<file path="config.mk">
export PLATFORM = sky130hd
export DESIGN_NAME = match_judge
export DESIGN_NICKNAME = d
export VERILOG_FILES = /design/src/rtl/game_pkg.sv /design/src/rtl/switch_debounce.sv /design/src/rtl/match_judge.sv
export SDC_FILE = /design/constraint.sdc
export NUM_CORES = 1
export LEC_CHECK = 0
export ABC_AREA = 1
export ABC_CLOCK_PERIOD_IN_PS = 2000
export CORE_MARGIN = 2
export CORE_UTILIZATION = 40
export CTS_BUF_LIST = sky130_fd_sc_hd__clkbuf_2 sky130_fd_sc_hd__clkbuf_4 sky130_fd_sc_hd__clkbuf_8
export CTS_CLUSTER_SIZE = 16
export DETAILED_ROUTE_END_ITERATION = 10
export PLACE_DENSITY = 0.64
export SETUP_SLACK_MARGIN = 0.02
export SYNTH_ARGS = -nofsm -noshare
export SYNTH_HDL_FRONTEND = slang
export SYNTH_SLANG_ARGS = --single-unit
</file>
<file path="constraint.sdc">
create_clock -name clk -period 2 [get_ports clk]
set_input_delay 0.2 -clock clk [delete_from_list [all_inputs] [get_ports clk]]
set_output_delay 0.2 -clock clk [all_outputs]
set_load 0.02 [all_outputs]
</file>
<file path="src/rtl/game_pkg.sv">
// Shared types and constants for the reflex game blocks.
// Used by the judge, random pattern and score counter units.
package game_pkg;

  typedef enum logic [1:0] {
    IDLE,
    ARMED,
    WAIT_CHANGE,
    DONE
  } judge_state_t;

  localparam int GAME_WIDTH      = 8;
  localparam int DEB_SAMPLES_DEF = 4;

endpackage

</file>
<file path="src/rtl/switch_debounce.sv">
// Switch synchroniser and per-bit debounce filter.
// MATCH_JUDGE_DEBOUNCE_EN: counted filter; else one-sample filter.
module switch_debounce #(
  parameter int WIDTH       = 8,
  parameter int DEB_SAMPLES = 4
) (
  input  logic             clk,
  input  logic             clr,
  input  logic             scan_tick,
  input  logic [WIDTH-1:0] switch,
  output logic [WIDTH-1:0] sw_db
);

  logic [WIDTH-1:0] sync1;
  logic [WIDTH-1:0] sync2;

  if (DEB_SAMPLES < 2) begin : g_bad_samples
    $error("switch_debounce: DEB_SAMPLES must be >= 2");
  end

  // Two-flop synchroniser for the asynchronous switches
  always_ff @(posedge clk) begin
    if (clr) begin
      sync1 <= '0;
      sync2 <= '0;
    end else begin
      sync1 <= switch;
      sync2 <= sync1;
    end
  end

`ifdef MATCH_JUDGE_DEBOUNCE_EN

  localparam int CW = $clog2(DEB_SAMPLES + 1);
  localparam logic [CW-1:0] LAST = CW'(DEB_SAMPLES - 1);
  localparam logic [CW-1:0] TOP  = CW'(DEB_SAMPLES);

  logic [CW-1:0] cnt [WIDTH];

  // Bit flips only after DEB_SAMPLES differing samples in a row
  always_ff @(posedge clk) begin
    if (clr) begin
      sw_db <= '0;
      for (int i = 0; i < WIDTH; i++) cnt[i] <= '0;
    end else if (scan_tick) begin
      for (int i = 0; i < WIDTH; i++) begin
        if (sync2[i] == sw_db[i]) begin
          cnt[i] <= '0;
        end else if (cnt[i] >= LAST) begin
          sw_db[i] <= sync2[i];
          cnt[i]   <= '0;
        end else if (cnt[i] != TOP) begin
          cnt[i] <= cnt[i] + 1'b1;
        end
      end
    end
  end

`else

  // One-sample filter: take the synchronised value every tick
  always_ff @(posedge clk) begin
    if (clr) begin
      sw_db <= '0;
    end else if (scan_tick) begin
      sw_db <= sync2;
    end
  end

`endif

endmodule

</file>
<file path="src/rtl/match_judge.sv">
// Round judge: one success per round when switches hit the LEDs.
// Option macro MATCH_JUDGE_DEBOUNCE_EN selects the counted debounce.
module match_judge
  import game_pkg::*;
#(
  parameter int WIDTH       = GAME_WIDTH,
  parameter int DEB_SAMPLES = DEB_SAMPLES_DEF
) (
  input  logic             clk,
  input  logic             clr,
  input  logic             key_scan,
  input  logic             Time_1s,
  input  logic [WIDTH-1:0] switch,
  input  logic [WIDTH-1:0] led_control,
  output logic             success,
  output logic             miss,
  output logic             round_active,
  output logic [WIDTH-1:0] sw_db
);

  logic key_q, key_d, scan_tick;
  logic t_q, t_d, round_tick;
  logic [WIDTH-1:0] pattern_q;
  judge_state_t state;

  // Register strobes and form one-cycle rising-edge pulses
  always_ff @(posedge clk) begin
    if (clr) begin
      key_q      <= 1'b0;
      key_d      <= 1'b0;
      scan_tick  <= 1'b0;
      t_q        <= 1'b0;
      t_d        <= 1'b0;
      round_tick <= 1'b0;
    end else begin
      key_q      <= key_scan;
      key_d      <= key_q;
      scan_tick  <= key_q & ~key_d;
      t_q        <= Time_1s;
      t_d        <= t_q;
      round_tick <= t_q & ~t_d;
    end
  end

  switch_debounce #(
    .WIDTH       (WIDTH),
    .DEB_SAMPLES (DEB_SAMPLES)
  ) u_deb (
    .clk       (clk),
    .clr       (clr),
    .scan_tick (scan_tick),
    .switch    (switch),
    .sw_db     (sw_db)
  );

  // Round FSM; a round boundary overrides any compare that cycle
  always_ff @(posedge clk) begin
    if (clr) begin
      state        <= IDLE;
      pattern_q    <= '0;
      success      <= 1'b0;
      miss         <= 1'b0;
      round_active <= 1'b0;
    end else begin
      success <= 1'b0;
      miss    <= 1'b0;
      if (round_tick) begin
        pattern_q    <= led_control;
        miss         <= (state == ARMED) ||
                        (state == WAIT_CHANGE);
        round_active <= 1'b1;
        if (sw_db == led_control) state <= WAIT_CHANGE;
        else                      state <= ARMED;
      end else begin
        unique case (state)
          IDLE: ;
          WAIT_CHANGE: begin
            if (sw_db != pattern_q) state <= ARMED;
          end
          ARMED: begin
            if (sw_db == pattern_q) begin
              success      <= 1'b1;
              round_active <= 1'b0;
              state        <= DONE;
            end
          end
          DONE: ;
          default: state <= IDLE;
        endcase
      end
    end
  end

endmodule

</file>
==> results of run 1 <==
-- synthesized netlist by cell type --
| library cell | instances |
|---|---|
| inv_2 | 4 |
| o211ai_1 | 1 |
| xor2_1 | 3 |
| a21oi_1 | 12 |
| nand2_2 | 1 |
| o21ai_0 | 18 |
| buf_6 | 1 |
| or2_2 | 2 |
| nor3_1 | 5 |
| nand3_1 | 3 |
| dfxtp_1 | 43 |
| nor2_1 | 40 |
| nor2_4 | 1 |
| ha_1 | 2 |
| clkbuf_1 | 6 |
| and3_1 | 1 |
| inv_1 | 38 |
| nand2_1 | 30 |
| xnor2_1 | 4 |
| nor2_2 | 2 |
| nand4_1 | 4 |
-- how the worst max path moves through the flow --
stage | to | slack, ps | cells past startpoint
after floorplan | state[1] | 720 | 8
after global placement | state[1] | 480 | 9
after detailed placement | state[1] | 470 | 9
after CTS | sw_db[3] | 420 | 1
after global routing | sw_db[6] | 380 | 1
final | sw_db[3] | 430 | 1
-- power by group --
| part | total, mW | internal, mW | leakage [nW] | switching, mW |
|---|---|---|---|---|
| Clock | 0.571 | 0.282 | 0.0474 | 0.290 |
| Sequential | 0.929 | 0.902 | 0.354 | 0.0270 |
| Combinational | 0.247 | 0.116 | 0.576 | 0.131 |
| Total | 1.75 | 1.30 | 0.976 | 0.447 |
-- layout make-up --
class / count / area (um2)
clock buffers: 6 / 82.6
clock inverters: 2 / 16.3
fillers: 388 / 1880
inverters: 42 / 158
multi-input cells: 129 / 621
flip-flops and latches: 43 / 861
well taps: 50 / 62.6
repair buffers: 32 / 315
-- cells by family after synthesis --
| group | count (synthesis) |
|---|---|
| and+or+nand+nor | 89 |
| buffers and inverters | 49 |
| DFF | 43 |
| AOI/OAI and AO/OA | 31 |
| xor gates and xnor gates | 7 |
| adders and majority gates | 2 |
-- per-layer routing --
layer  vias to the layer above  global-route usage  wire [um]
met5                         -                   0          0
met4                         0              0.0675         47
met3                         4              0.0308        196
met2                        35               0.227       1280
met1                       553               0.181       1380
li1                        733                   -          -
-- registers in the layout, summed over array words and instances, names as in the netlist, 2 cells and up --
register,flops
u_deb.sync2,8
u_deb.sync1,8
u_deb.sw_db,8
pattern_q,8
state,2
-- per-stage QoR --
stage                     power (mW)  hold slack [ps]
after floorplan                 1.11              307
after global placement          1.20              378
after detailed placement        1.20              377
after CTS                       1.77              389
after global routing            1.85              412
final                           1.75              387
==> results.cfg, run 1 <==
[outcome]
status = complete, no violations

[synth]
synth.area.top_cells = dfxtp_1 51%, nor2_1 9.0%, inv_1 8.5%
yosys.area.top_type_share = 0.515
yosysTopAreaCell = dfxtp_1
synth.distinct_cells = 21
synth-adder-area-share = 0.0150
synthCells = 221
synth_area_per_cell_um2 = 7.57
synth_fp_nets = 243
yosys.area_share.simple = 0.225
synth_seq_cells = 43
ys_seq_area_frac = 0.515
synth_compound_area_frac = 0.0942
ys.warnings.count = 0
synth_xor_area_frac = 0.0366
synth_top_family_by_area = simple AND/OR/NAND/NOR gates
synthMuxAreaShare = 0
syn_area_um2 = 1670

[drt]
first_iter_violations = 91
routedWlPerCell_um = 9.54
vias_per_cell = 4.36
ant_nets = 0
drt-pass1-iter-count = 4
vias = 1325
drc = 0
drt-total-wl_um = 2900

[min_path]
hold_end = scan_tick
hold_depth = 1
hold_path_startpoint = key_d
hold_class = register to register

[worst_setup_path]
critical_path_class = register to output port
arrival_ps = 1370
reg2reg_to = state[1]
path_max_fanout = 5
worstPathCellList = clkdlybuf4s50_1
crit_buf_inv = 1
critical_path.max_stage_delay_ps = 650
slowest_stage = clkdlybuf4s50_1
rr_startpoint = u_deb.sw_db[6]
r2r_slack_ps = 670
reg2reg_depth = 8
crit_start = u_deb.sw_db[3]
cp-start-kind = register
worstPathRequired_ps = 1800
path_delay_family = buffers and inverters
end_kind = output port

[sta]
setup_violations = 0
period_needed_ps = 1570
final_max_slew_viol_count = 0
clock_skew_ps = 7.12
worst_pin_slew_ps = 490
timing.setup.tns_ps = 0
max_freq_mhz = 638
grt_setup_unrepaired = no
slew_headroom = 0.673
finalWorstSetupSlack_ps = 433
hold_viol = 0
fin_crit_sh = 0.784

[placement]
dp.cells = 296
port_buffers = 30
dpl_cell_area_um2 = 2020
pre_cts_slack_ps = 474
gp_congestion = 0.771
hpwl_um = 2120

[global_route]
grtUsageTotal = 0.142
grt_max_degree = 25
grt_overflow = 0
grt_pass1_vias = 1134
grt_pass1_wl_um = 4930
antenna_found_initial = 0

[floorplanning]
core_um2 = 4000
die_area_um2 = 4720
pin_count = 31
start_util = 0.418
die_height_um = 68.7
die-width_um = 68.7
rows = 23

[clocking]
cts.sinks = 43
holdBufCountCts = 0
clockRootBuffer = clkbuf_8
post_cts_buffers = 0
ctsResizeCount = 0
clock_path_buffers = 2
clk_pin_slew_ps = 80
clk_latency_ps = 290
cts_tree = done
htreeDepth = 2
cts_buffers = 5

[cells_and_area]
drive_gt1_frac = 0.0787
fin_area_um2 = 2120
utilization = 0.529
final_cell_mix = 43 x dfxtp_1, 40 x nor2_1, 38 x inv_1
final_common_cell = dfxtp_1
num_antenna_cells = 0
syn2layout_area_growth_pct = 26.5
stdcell_count = 304
final_nets = 275

[pwr]
p_leak_nw = 0.976
powerDensity_nw_per_um2 = 826
worst_ir_drop_vdd_uv = 474

[run]
drv_cap = 0
Power figures use the tool's default switching activity.
==> inputs of run 2 (changes only) <==
--- a/config.mk
+++ b/config.mk
@@ -6,13 +6,13 @@
 export NUM_CORES = 1
 export LEC_CHECK = 0
 export ABC_AREA = 1
-export ABC_CLOCK_PERIOD_IN_PS = 2000
+export ABC_CLOCK_PERIOD_IN_PS = 1300
 export CORE_MARGIN = 2
 export CORE_UTILIZATION = 40
 export CTS_BUF_LIST = sky130_fd_sc_hd__clkbuf_2 sky130_fd_sc_hd__clkbuf_4 sky130_fd_sc_hd__clkbuf_8
 export CTS_CLUSTER_SIZE = 16
 export DETAILED_ROUTE_END_ITERATION = 10
-export PLACE_DENSITY = 0.64
+export PLACE_DENSITY = 0.66
 export SETUP_SLACK_MARGIN = 0.02
 export SYNTH_ARGS = -nofsm -noshare
 export SYNTH_HDL_FRONTEND = slang
==> constraint.sdc (replaced) <==
create_clock -name clk -period 1.3 [get_ports clk]
set_input_delay 0.13 -clock clk [delete_from_list [all_inputs] [get_ports clk]]
set_output_delay 0.13 -clock clk [all_outputs]
set_load 0.02 [all_outputs]
==> run 2 against run 1 <==
  * Final cell count is 1.3% higher
  * Sequential power up 54%
  * Critical path depth is 7 higher
  * Largest power group unchanged
  * Total power grew 66%
  * Wire length rose by 7.2%
  * First-iteration DRC count down 5.5%
  * Utilization increased by 2.6 points
  * Via count increased by 2.9%
==> results.cfg, run 2 (synthesis results as in run 1) <==
[floorplanning]
core_um2 = 4000
die-width_um = 68.7
pin_count = 31
start_util = 0.418
die_area_um2 = 4720
rows = 23
die_height_um = 68.7

[placement]
dp.cells = 299
pre_cts_slack_ps = -131
port_buffers = 30
dpl_cell_area_um2 = 2050
hpwl_um = 2210
gp_congestion = 0.873

[clocking]
cts.sinks = 43
htreeDepth = 2
clk_latency_ps = 290
cts_tree = done
cts_buffers = 5
clock_path_buffers = 2
clk_pin_slew_ps = 80
clockRootBuffer = clkbuf_8

[drt]
drc = 0
drt-total-wl_um = 3110
drt-pass1-iter-count = 4
routedWlPerCell_um = 10.1
first_iter_violations = 86
vias_per_cell = 4.43
vias = 1363
ant_nets = 0

[pwr]
pwr-share-clk = 0.364
finalPower_mw = 2.91
powerDensity_nw_per_um2 = 1310
p_leak_nw = 1.07
switching_share = 0.242
combPwrFrac = 0.144
worst_ir_drop_vdd_uv = 613
switching_power_mw = 0.704
p_int_mw = 2.20
seqPwrFrac = 0.493

[sta]
setup_violations = 0
period_needed_ps = 1210
clock_skew_ps = 4.62
slew_headroom = 0.776
max_freq_mhz = 824
whs_ps = 350
worst_pin_slew_ps = 335
timing.setup.tns_ps = 0
final_max_slew_viol_count = 0
hold_viol = 0
grt_setup_unrepaired = yes
fin_crit_sh = 0.933
finalWorstSetupSlack_ps = 86.8

[run]
drv_cap = 0

[worst_setup_path]
cp-start-kind = register
worstPathRequired_ps = 1490
critical_path_class = register to register
arrival_ps = 1400
end_kind = register
path_max_fanout = 5

[global_route]
grtUsageTotal = 0.151
grt_pass1_wl_um = 5180
grt_overflow = 0
grt_pass1_vias = 1228
antenna_found_initial = 0
grt_max_degree = 24

[cells_and_area]
stdcell_count = 308
syn2layout_area_growth_pct = 32.8
fin_area_um2 = 2220
final_nets = 279
final_common_cell = nor2_1
drive_gt1_frac = 0.167
num-fill-cells = 387
final_cell_mix = 39 x nor2_1, 37 x inv_1, 33 x dfxtp_1
num_antenna_cells = 0
utilization = 0.555

[outcome]
status = complete, no violations

[min_path]
hold_class = input pin to register
-- run 2: critical path, cell delays in order (launching register included) --
cell	delay [ps]
dfxtp_4	370
xnor2_1	150
nand2_1	100
nor2_4	150
nand3_2	100
nand2_2	90
nor2_4	40
nor2_1	80
nor2_1	40
-- run 2: cell type report --
type	instances	area, um2	area share
clock buffer	6	82.6	0.0372
sequential	43	881	0.397
multi-input combinational	129	658	0.296
clock inverter	2	35.0	0.0158
timing repair buffer	36	344	0.155
inverter	42	158	0.0710
tap	50	62.6	0.0282
-- run 2: worst paths after layout --
check	end	cells after the start	startpoint	slack, ps
worst min-delay path	key_q	3	key_scan	350
worst max-delay path	state[1]	8	u_deb.sw_db[3]	90
worst min register to register	round_tick	1	t_d	390
worst max register to register	state[1]	8	u_deb.sw_db[3]	90
-- run 2: metal layers --
metal | global-route usage | wire length, um | up-vias
met5 | 0 | 0 | -
met4 | 0.0725 | 46 | 0
met3 | 0.0455 | 195 | 4
met2 | 0.251 | 1510 | 43
met1 | 0.176 | 1360 | 574
li1 | - | - | 742
-- run 2: what timing repair did --
| item | CTS | global route |
|---|---|---|
| hold buffers | 0 | 0 |
| setup endpoints to repair | 13 | 4 |
| hold endpoints to repair | 0 | 0 |
| setup buffers | 0 | 1 |
| gates cloned | 0 | 0 |
| pin swaps | 0 | 9 |
| resized for setup | 13 | 21 |
-- run 2: power groups by stage --
| stage | Sequential [mW] | Combinational (mW) | Clock, mW |
|---|---|---|---|
| global route | 1.44 | 0.474 | 1.15 |
| detailed placement | 1.46 | 0.397 | 0 |
| floorplan | 1.47 | 0.231 | 0 |
| CTS | 1.43 | 0.388 | 1.08 |
| finish | 1.43 | 0.418 | 1.06 |
| global placement | 1.46 | 0.393 | 0 |
